File: src/rtl/cpeta_eval_pkg.sv
// rtl/cpeta_eval_pkg.sv - shared constants and FSM encoding for the CPETA error evaluator
package cpeta_eval_pkg;

  localparam int LFSR_W = 32;
  // Galois taps for x^32 + x^22 + x^2 + x + 1
  localparam logic [LFSR_W-1:0] LFSR_POLY = 32'h80200003;

  typedef enum logic [1:0] {
    IDLE  = 2'd0,
    RUN   = 2'd1,
    DRAIN = 2'd2,
    DONE  = 2'd3
  } state_t;

endpackage

File: src/rtl/cpeta.sv
// rtl/cpeta.sv - CPETA approximate adder: exact upper K bits, error-tolerant lower N-K bits
module cpeta #(
  parameter int N = 16,
  parameter int K = 8
) (
  input  logic [N-1:0] a,
  input  logic [N-1:0] b,
  output logic [N-1:0] sum
);

  localparam int L = N - K;

  logic [L-1:0] lo;
  logic [K-1:0] hi;
  logic         sat;
  logic         cin;

  // Top lower bit predicts the carry into the exact segment; bits below it
  // saturate to 1 from the highest generate position downwards.
  always_comb begin
    sat = 1'b0;
    lo  = '0;
    cin = a[L-1] & b[L-1];
    lo[L-1] = a[L-1] ^ b[L-1];
    for (int i = L - 2; i >= 0; i--) begin
      sat   = sat | (a[i] & b[i]);
      lo[i] = sat | (a[i] ^ b[i]);
    end
    hi = a[N-1:L] + b[N-1:L] + K'(cin);
  end

  assign sum = {hi, lo};

endmodule

File: src/rtl/lfsr32.sv
// rtl/lfsr32.sv - 32-bit Galois LFSR with load, step and zero-seed substitution
module lfsr32
  import cpeta_eval_pkg::*;
(
  input  logic              clk,
  input  logic              rst_n,
  input  logic              load,
  input  logic              step,
  input  logic [LFSR_W-1:0] seed,
  output logic [LFSR_W-1:0] value
);

  always_ff @(posedge clk) begin
    if (!rst_n) begin
      value <= {{(LFSR_W-1){1'b0}}, 1'b1};
    end else if (load) begin
      // an all-zero state would lock the register up
      value <= (seed == '0) ? {{(LFSR_W-1){1'b0}}, 1'b1} : seed;
    end else if (step) begin
      value <= {1'b0, value[LFSR_W-1:1]} ^ (value[0] ? LFSR_POLY : '0);
    end
  end

endmodule

File: src/rtl/cpeta_error_eval.sv
// rtl/cpeta_error_eval.sv - measures CPETA error count, summed and maximum error distance
module cpeta_error_eval
  import cpeta_eval_pkg::*;
#(
  parameter int N  = 16,
  parameter int K  = 8,
  parameter int SW = 16
) (
  input  logic              clk,
  input  logic              rst_n,
  input  logic              start,
  input  logic [SW-1:0]     num_samples,
  input  logic [31:0]       seed,
  input  logic              fixed_mode,
  input  logic [N-1:0]      op_a,
  input  logic [N-1:0]      op_b,
  output logic              busy,
  output logic              done,
  output logic [SW-1:0]     err_count,
  output logic [N+SW-1:0]   err_dist_sum,
  output logic [N-1:0]      max_err_dist
);

  state_t state, state_nx;

  logic [SW-1:0]     cfg_n;
  logic [SW-1:0]     cnt;
  logic              cfg_fixed;
  logic [N-1:0]      cfg_a, cfg_b;
  logic [LFSR_W-1:0] lfsr_q;

  logic              v0, v1, v2;
  logic [N-1:0]      a0, b0;
  logic [N-1:0]      apx_c, s_apx, s_ex, ed;
  logic              accept, issue, last_issue;

  // busy still covers the done cycle, which also blocks a start there
  assign accept     = (state == IDLE) && start && !busy;
  assign issue      = (state == RUN);
  assign last_issue = issue && (cnt == cfg_n - SW'(1));

  always_comb begin
    state_nx = state;
    case (state)
      IDLE:    if (accept) state_nx = (num_samples == '0) ? DONE : RUN;
      RUN:     if (last_issue) state_nx = DRAIN;
      // leave as the last sample reaches the accumulators; done is registered
      DRAIN:   if (v2 && !v1 && !v0) state_nx = DONE;
      DONE:    state_nx = IDLE;
      default: state_nx = IDLE;
    endcase
  end

  lfsr32 u_lfsr (
    .clk   (clk),
    .rst_n (rst_n),
    .load  (accept),
    .step  (issue),
    .seed  (seed),
    .value (lfsr_q)
  );

  cpeta #(.N(N), .K(K)) u_cpeta (
    .a   (a0),
    .b   (b0),
    .sum (apx_c)
  );

  always_ff @(posedge clk) begin
    if (!rst_n) begin
      state        <= IDLE;
      busy         <= 1'b0;
      done         <= 1'b0;
      cfg_n        <= '0;
      cfg_fixed    <= 1'b0;
      cfg_a        <= '0;
      cfg_b        <= '0;
      cnt          <= '0;
      v0           <= 1'b0;
      v1           <= 1'b0;
      v2           <= 1'b0;
      a0           <= '0;
      b0           <= '0;
      s_apx        <= '0;
      s_ex         <= '0;
      ed           <= '0;
      err_count    <= '0;
      err_dist_sum <= '0;
      max_err_dist <= '0;
    end else begin
      state <= state_nx;
      busy  <= (state_nx != IDLE) || (state == DONE);
      done  <= (state == DONE);

      if (accept) begin
        cfg_n        <= num_samples;
        cfg_fixed    <= fixed_mode;
        cfg_a        <= op_a;
        cfg_b        <= op_b;
        cnt          <= '0;
        err_count    <= '0;
        err_dist_sum <= '0;
        max_err_dist <= '0;
      end else if (v2) begin
        if (ed != '0) err_count <= err_count + SW'(1);
        err_dist_sum <= err_dist_sum + {{SW{1'b0}}, ed};
        if (ed > max_err_dist) max_err_dist <= ed;
      end

      if (issue) begin
        cnt <= cnt + SW'(1);
        a0  <= cfg_fixed ? cfg_a : lfsr_q[N-1:0];
        b0  <= cfg_fixed ? cfg_b : lfsr_q[2*N-1:N];
      end

      v0    <= issue;
      v1    <= v0;
      s_apx <= apx_c;
      s_ex  <= a0 + b0;
      v2    <= v1;
      ed    <= (s_ex >= s_apx) ? (s_ex - s_apx) : (s_apx - s_ex);
    end
  end

endmodule

File: config.mk
export PLATFORM = sky130hd
export DESIGN_NAME = cpeta_error_eval
export DESIGN_NICKNAME = d
export VERILOG_FILES = /design/src/rtl/cpeta_eval_pkg.sv /design/src/rtl/cpeta.sv /design/src/rtl/lfsr32.sv /design/src/rtl/cpeta_error_eval.sv
export SDC_FILE = /design/constraint.sdc
export NUM_CORES = 1
export LEC_CHECK = 0
export BUFFER_PORTS_ARGS = -buffer_cell sky130_fd_sc_hd__buf_2
export CELL_PAD_IN_SITES_DETAIL_PLACEMENT = 0
export CELL_PAD_IN_SITES_GLOBAL_PLACEMENT = 1
export CORE_MARGIN = 2
export CORE_UTILIZATION = 44
export CTS_CLUSTER_DIAMETER = 150
export DETAILED_ROUTE_END_ITERATION = 7
export PLACE_DENSITY_LB_ADDON = 0.2
export SYNTH_ARGS = -nofsm -noshare
export SYNTH_HDL_FRONTEND = slang
export SYNTH_SLANG_ARGS = --single-unit
File: constraint.sdc
create_clock -name clk -period 3.6 [get_ports clk]
set_clock_uncertainty 0.15 [all_clocks]
set_input_delay 0.18 -clock clk [delete_from_list [all_inputs] [get_ports clk]]
set_output_delay 0.18 -clock clk [all_outputs]
set_load 0.01 [all_outputs]
==> flow_results.xml, run 1 <==
<?xml version="1.0" encoding="UTF-8"?>
<metrics>
  <group name="run_status">
    <metric name="outcome" unit="">complete, no violations</metric>
  </group>
  <group name="logic_synthesis">
    <metric name="postSynth.topFlopCell" unit="">dfxtp_1</metric>
    <metric name="asyncSetResetFlopFracSynth" unit="%">0</metric>
    <metric name="syn_inst" unit="">1580</metric>
    <metric name="synth_enable_flop_cells" unit="">0</metric>
    <metric name="synth.cell_area" unit="um^2">13080</metric>
    <metric name="ys_ff_latch" unit="">248</metric>
    <metric name="netlist-cell-type-count" unit="">69</metric>
    <metric name="syn_nets" unit="">1752</metric>
    <metric name="syn-mean-instance-area" unit="um^2">8.279</metric>
    <metric name="yosys_warnings" unit="">0</metric>
    <metric name="synth.yosys.seq_area_share" unit="%">37.96</metric>
  </group>
  <group name="grt">
    <metric name="globalRouteOverflowTotal" unit="">0</metric>
    <metric name="grt_max_degree" unit="">76</metric>
    <metric name="first_global_vias" unit="">11219</metric>
    <metric name="global_route_wire_length_before_repair" unit="mm">56.76</metric>
    <metric name="antenna_found_initial" unit="">0</metric>
    <metric name="grt_use_total" unit="%">22.16</metric>
  </group>
  <group name="die">
    <metric name="die_h" unit="um">176.4</metric>
    <metric name="placement_rows" unit="">63</metric>
    <metric name="num_io_pins" unit="">150</metric>
    <metric name="chipWidth" unit="um">176.4</metric>
    <metric name="start_util" unit="%">44.37</metric>
    <metric name="core_area" unit="um^2">29480</metric>
    <metric name="die-area" unit="um^2">31120</metric>
  </group>
  <group name="worst_setup_path">
    <metric name="slowest_delay" unit="ps">490</metric>
    <metric name="critical_path_at" unit="ps">3520</metric>
    <metric name="path_cells" unit="">inv_1, ha_1, and2_1, a221oi_1, a21oi_1, a31oi_1, a221oi_2, buf_4, mux2i_1, a221oi_1, mux2i_1</metric>
    <metric name="timing.setup.critical_path_class" unit="">reg2reg</metric>
    <metric name="cp-end-kind" unit="">register</metric>
    <metric name="crit_path_max_fo" unit="">13</metric>
    <metric name="timing.critical_path.slowest_stage_cell" unit="">a221oi_1</metric>
    <metric name="cp_data_required_time" unit="ps">3920</metric>
    <metric name="startpoint_type" unit="">register</metric>
  </group>
  <group name="power">
    <metric name="p_leak" unit="uW">0.006620</metric>
    <metric name="cell_internal_pwr" unit="uW">5866</metric>
    <metric name="power.sequential.fraction" unit="%">38.1</metric>
    <metric name="powerDensity" unit="nW/um^2">535.2</metric>
    <metric name="share_clk_of_total_power" unit="%">33.2</metric>
    <metric name="total_switching_power" unit="uW">2740</metric>
    <metric name="power.share.switching" unit="%">31.83</metric>
    <metric name="pwr-share-comb" unit="%">28.6</metric>
    <metric name="vdd_ir_drop_max" unit="V">0.0003450</metric>
  </group>
  <group name="cts">
    <metric name="insertion_delay" unit="ps">540</metric>
    <metric name="cts_tree" unit="">done</metric>
    <metric name="holdBufCountCts" unit="">101</metric>
    <metric name="cts_num_sinks" unit="">248</metric>
    <metric name="h_tree_levels" unit="">1</metric>
    <metric name="clock_tree.root_cell" unit="">clkbuf_16</metric>
    <metric name="clk_transition_reported_paths" unit="ps">50</metric>
    <metric name="ctsResizeCount" unit="">0</metric>
    <metric name="cts.path.max_buffers" unit="">3</metric>
    <metric name="tritoncts.num_buffers" unit="">29</metric>
    <metric name="post-cts-setup-buffer-count" unit="">0</metric>
  </group>
  <group name="routing">
    <metric name="detail_route.vias_per_cell" unit="">5.283</metric>
    <metric name="drt-initial-drc-count" unit="">627</metric>
    <metric name="routedWlPerCell" unit="um">15.86</metric>
    <metric name="drc_viols" unit="">0</metric>
    <metric name="drt_pass1_iterations" unit="">5</metric>
    <metric name="route.vias.total" unit="">11634</metric>
    <metric name="ant_nets" unit="">0</metric>
    <metric name="totalWireLength" unit="mm">34.92</metric>
  </group>
  <group name="sta">
    <metric name="final-hold-violation-count" unit="">0</metric>
    <metric name="fmaxAchievable" unit="MHz">312.5</metric>
    <metric name="setup_viol" unit="">0</metric>
    <metric name="postLayoutSetupSlackWorst" unit="ps">399.9</metric>
    <metric name="worstMarginPinSlew" unit="ps">843.4</metric>
    <metric name="final_slew_viol_count" unit="">0</metric>
    <metric name="slew_headroom" unit="%">43.03</metric>
    <metric name="grt_setup_unrepaired" unit="">no</metric>
    <metric name="fin_crit" unit="ps">3200</metric>
    <metric name="period_share" unit="%">88.89</metric>
    <metric name="finalSetupTns" unit="ps">0</metric>
  </group>
  <group name="finish">
    <metric name="nets" unit="">1967</metric>
    <metric name="largest_registers" unit="">err_dist_sum x32, u_lfsr.value x32</metric>
    <metric name="area_delta_synth_final" unit="%">22.93</metric>
    <metric name="final_layout_size_suffix_gt1_share" unit="%">12.64</metric>
    <metric name="antennaDiodeCount" unit="">0</metric>
    <metric name="fillCellCount" unit="">2809</metric>
  </group>
  <group name="place">
    <metric name="port-buffer-count" unit="">149</metric>
    <metric name="place_congestion" unit="">0.8471</metric>
    <metric name="dp_hpwl" unit="mm">24.56</metric>
    <metric name="pre_cts_slack" unit="ps">453.0</metric>
  </group>
  <group name="job">
    <metric name="drv_cap" unit="">0</metric>
  </group>
  <group name="worst_hold_path">
    <metric name="hold_path.class" unit="">in2reg</metric>
  </group>
</metrics>
-- final cells by class --
class | instances | area (um^2) | area share (%)
multi-input cells | 1161 | 7481 | 46.53
flip-flops and latches | 248 | 4966 | 30.88
repair buffers | 268 | 1892 | 11.77
clock buffers | 43 | 848.3 | 5.276
well taps | 390 | 488.0 | 3.035
inverters | 87 | 329.1 | 2.047
clock inverters | 5 | 75.07 | 0.4669
-- logic make-up after synthesis --
group | Yosys count | synth area share [%]
AOI/OAI and AO/OA | 331 | 16.52
muxes | 79 | 6.065
adders and majority gates | 88 | 8.762
xor gates and xnor gates | 78 | 5.223
DFF | 248 | 37.96
and+or+nand+nor | 585 | 20.47
buffers and inverters | 171 | 5.003
-- cells in the final DEF (no fill, tap or decap), types with 27 or more instances in the layout --
master / n
dfxtp_1: 247
buf_2: 149
nor3_1: 27
mux2i_1: 77
inv_1: 85
nor2_1: 237
dlygate4sd3_1: 101
nand2_1: 152
ha_1: 82
clkbuf_16: 29
xnor2_1: 50
o221ai_1: 27
o21ai_0: 42
a21oi_1: 119
nand3_1: 31
a211oi_1: 42
xor2_1: 28
-- routing by layer --
layer	wire (um)	track usage [%]	share of wire [%]
met5	0	0	0
met4	717	5.475	2.1
met3	1358	2.735	3.9
met2	16410	37.81	47
met1	16430	29.76	47
-- worst max-delay path: cells and delay by family, from the launching register on --
kind	cells	cell delay, ps
simple gates	1	200
compound gates	5	1430
buf+inv	2	290
mux	2	370
fa+ha+maj	1	370
flops	1	330
-- synth_stat cells (all sizes together) (31+ instances only) --
master	instances	share of area (%)
dfxtp	248	38
nand2	153	4.4
nand3	31	1.2
clkbuf	70	2.0
ha	82	7.8
inv	86	2.5
a21oi	119	4.6
xnor2	50	3.3
a211oi	42	2.4
mux2i	77	5.9
o21ai	42	1.6
nor2	237	6.8
-- power groups by stage --
stage | clock network, uW | logic (uW) | registers, uW
after CTS | 2940 | 2470 | 3290
after global routing | 3050 | 2770 | 3310
after floorplan | 0 | 1850 | 3220
after global placement | 0 | 2360 | 3340
after detailed placement | 0 | 2370 | 3350
final | 2860 | 2470 | 3280
-- worst paths after layout --
| check | from | end | slack (ps) | cells after the start |
|---|---|---|---|---|
| max | s_apx[7] | ed[3] | 400 | 11 |
| min | start | cfg_fixed | 180 | 4 |
| min reg2reg | cfg_b[13] | cfg_b[13] | 310 | 2 |
| max reg2reg | s_apx[7] | ed[3] | 400 | 11 |
-- stage by stage --
step                power (uW)  hold WS, ps  util [%]  std cells  instance area, um^2
global placement          5698        272.4     47.98       2053                14140
CTS                       8691        166.6     54.54       2202                16080
global route              9130        204.1     54.54       2202                16080
floorplan                 5069        166.0         -       1580                13080
detailed placement        5712        277.0     47.98       2053                14140
finish                    8606        175.1     54.54       2202                16080
Power figures use the tool's default switching activity.
==> run 2: changes to the inputs <==
--- a/config.mk
+++ b/config.mk
@@ -12,6 +12,7 @@
 export CORE_UTILIZATION = 44
 export CTS_CLUSTER_DIAMETER = 150
 export DETAILED_ROUTE_END_ITERATION = 7
+export MAX_ROUTING_LAYER = met4
 export PLACE_DENSITY_LB_ADDON = 0.2
 export SYNTH_ARGS = -nofsm -noshare
 export SYNTH_HDL_FRONTEND = slang
==> run 2 against run 1 <==
Count of clock-buffer cells in the layout is 3 lower. Register-to-register slack gained 30 ps. Via count is 0.42% higher. Critical path depth is 1 higher. Highest routed layer unchanged.
==> flow_results.xml, run 2 (synthesis gave the netlist of run 1 again) <==
<?xml version="1.0" encoding="UTF-8"?>
<metrics>
  <group name="die">
    <metric name="chipWidth" unit="um">176.4</metric>
    <metric name="num_io_pins" unit="">150</metric>
    <metric name="start_util" unit="%">44.37</metric>
    <metric name="placement_rows" unit="">63</metric>
    <metric name="die-area" unit="um^2">31120</metric>
    <metric name="core_area" unit="um^2">29480</metric>
    <metric name="die_h" unit="um">176.4</metric>
  </group>
  <group name="grt">
    <metric name="grt_use_total" unit="%">23.21</metric>
    <metric name="globalRouteOverflowTotal" unit="">0</metric>
    <metric name="antenna_found_initial" unit="">0</metric>
    <metric name="first_global_vias" unit="">11294</metric>
    <metric name="grt_max_degree" unit="">139</metric>
    <metric name="global_route_wire_length_before_repair" unit="mm">57.75</metric>
  </group>
  <group name="cts">
    <metric name="clk_transition_reported_paths" unit="ps">60</metric>
    <metric name="ctsResizeCount" unit="">0</metric>
    <metric name="insertion_delay" unit="ps">540</metric>
    <metric name="clock_tree.root_cell" unit="">clkbuf_16</metric>
    <metric name="cts_tree" unit="">done</metric>
    <metric name="h_tree_levels" unit="">1</metric>
    <metric name="cts_num_sinks" unit="">248</metric>
    <metric name="cts.path.max_buffers" unit="">3</metric>
    <metric name="tritoncts.num_buffers" unit="">28</metric>
  </group>
  <group name="finish">
    <metric name="area_delta_synth_final" unit="%">21.62</metric>
    <metric name="antennaDiodeCount" unit="">0</metric>
    <metric name="nets" unit="">1942</metric>
    <metric name="largest_registers" unit="">err_dist_sum x32, u_lfsr.value x32</metric>
    <metric name="layout.cells.most_common" unit="">dfxtp_1</metric>
    <metric name="final_layout_size_suffix_gt1_share" unit="%">12.74</metric>
    <metric name="fillCellCount" unit="">2825</metric>
    <metric name="final_cell_mix" unit="">247 x dfxtp_1, 237 x nor2_1, 152 x nand2_1</metric>
  </group>
  <group name="worst_setup_path">
    <metric name="cp_data_required_time" unit="ps">3910</metric>
    <metric name="cp-end-kind" unit="">register</metric>
    <metric name="crit_path_max_fo" unit="">13</metric>
    <metric name="critical_path_at" unit="ps">3480</metric>
    <metric name="startpoint_type" unit="">register</metric>
    <metric name="r2r_cells" unit="">12</metric>
    <metric name="timing.setup.critical_path_class" unit="">reg2reg</metric>
  </group>
  <group name="place">
    <metric name="port-buffer-count" unit="">149</metric>
    <metric name="place_congestion" unit="">0.8620</metric>
    <metric name="dp_hpwl" unit="mm">24.24</metric>
  </group>
  <group name="sta">
    <metric name="grt_setup_unrepaired" unit="">no</metric>
    <metric name="finalSetupTns" unit="ps">0</metric>
    <metric name="worstMarginPinSlew" unit="ps">1111</metric>
    <metric name="slew_headroom" unit="%">25.91</metric>
    <metric name="worst_hold_slack" unit="ps">152.4</metric>
    <metric name="period_share" unit="%">88.04</metric>
    <metric name="final-hold-violation-count" unit="">0</metric>
    <metric name="setup_viol" unit="">0</metric>
    <metric name="final_slew_viol_count" unit="">0</metric>
    <metric name="fmaxAchievable" unit="MHz">315.5</metric>
    <metric name="fin_crit" unit="ps">3170</metric>
  </group>
  <group name="routing">
    <metric name="drc_viols" unit="">0</metric>
    <metric name="drt-initial-drc-count" unit="">653</metric>
    <metric name="ant_nets" unit="">0</metric>
    <metric name="drt_pass1_iterations" unit="">5</metric>
    <metric name="routedWlPerCell" unit="um">16.16</metric>
    <metric name="route.vias.total" unit="">11683</metric>
    <metric name="detail_route.vias_per_cell" unit="">5.359</metric>
    <metric name="totalWireLength" unit="mm">35.23</metric>
  </group>
  <group name="job">
    <metric name="drv_cap" unit="">0</metric>
  </group>
  <group name="worst_hold_path">
    <metric name="hold_path.class" unit="">in2reg</metric>
    <metric name="timing.hold.worst_path_depth" unit="">3</metric>
  </group>
  <group name="power">
    <metric name="p_leak" unit="uW">0.006500</metric>
    <metric name="powerDensity" unit="nW/um^2">549.2</metric>
    <metric name="vdd_ir_drop_max" unit="V">0.0003926</metric>
  </group>
  <group name="run_status">
    <metric name="outcome" unit="">complete, no violations</metric>
  </group>
</metrics>
run 2: changes by cell type in the layout (fill, tap and decap cells not counted), sizes merged:
cell / previous run / this run
buf: 167 / 163
bufinv: 2 / 4
clkbuf: 43 / 40
clkinv: 4 / 6
clkinvlp: 0 / 1
dlygate4sd3: 101 / 81
run 2: worst max-delay path: stages, from the launching register on:
cell,delay (ps)
dfxtp_1,330
inv_1,40
ha_1,200
fa_1,400
nor2b_1,160
o2111ai_1,190
nand4_1,170
a31oi_1,150
a221oi_2,310
buf_4,270
mux2_2,360
a31oi_1,180
mux2i_1,190
run 2: final timing paths:
check                  to     from  slack [ps]
setup / recovery    ed[7]  s_ex[0]         430
hold / removal    cnt[11]    rst_n         150
setup reg to reg    ed[7]  s_ex[0]         430
hold reg to reg        v1       v0         300
run 2: layout make-up:
class	instances	area (um^2)	area share, %
sequential	248	4966	31.22
timing repair buffer	244	1674	10.52
inverter	87	329.1	2.069
clock buffer	40	817.0	5.136
multi-input combinational	1161	7481	47.03
tap	390	488.0	3.067
clock inverter	10	152.6	0.9596
run 2: through the flow:
| step | power (uW) | instance area [um^2] | util [%] | instances | worst slack, ps |
|---|---|---|---|---|---|
| floorplan | 5069 | 13080 | - | 1580 | 761.8 |
| global placement | 5699 | 14130 | 47.92 | 2049 | 531.4 |
| detailed placement | 5713 | 14130 | 47.92 | 2049 | 484.9 |
| CTS | 8804 | 15910 | 53.96 | 2180 | 455.0 |
| global route | 9268 | 15910 | 53.96 | 2180 | 178.6 |
| finish | 8736 | 15910 | 53.96 | 2180 | 430.4 |
run 2: repair_timing:
action / 4_1_cts / 5_1_grt
buffers inserted: 0 / 0
hold endpoints to repair: 81 / 0
hold buffers: 81 / 0
run 2: per-layer routing:
metal	part of all wire [%]	track usage (%)	wire length, um
met2	47	38.84	16540
met4	2.0	5.579	719
met1	47	30.14	16700
met5	0	-	0
met3	3.6	2.519	1260
run 2: report_power, final:
group          switching [uW]  total, uW  internal [uW]
combinational            1360       2450           1090
sequential                271       3280           3010
clock                    1150       3000           1850
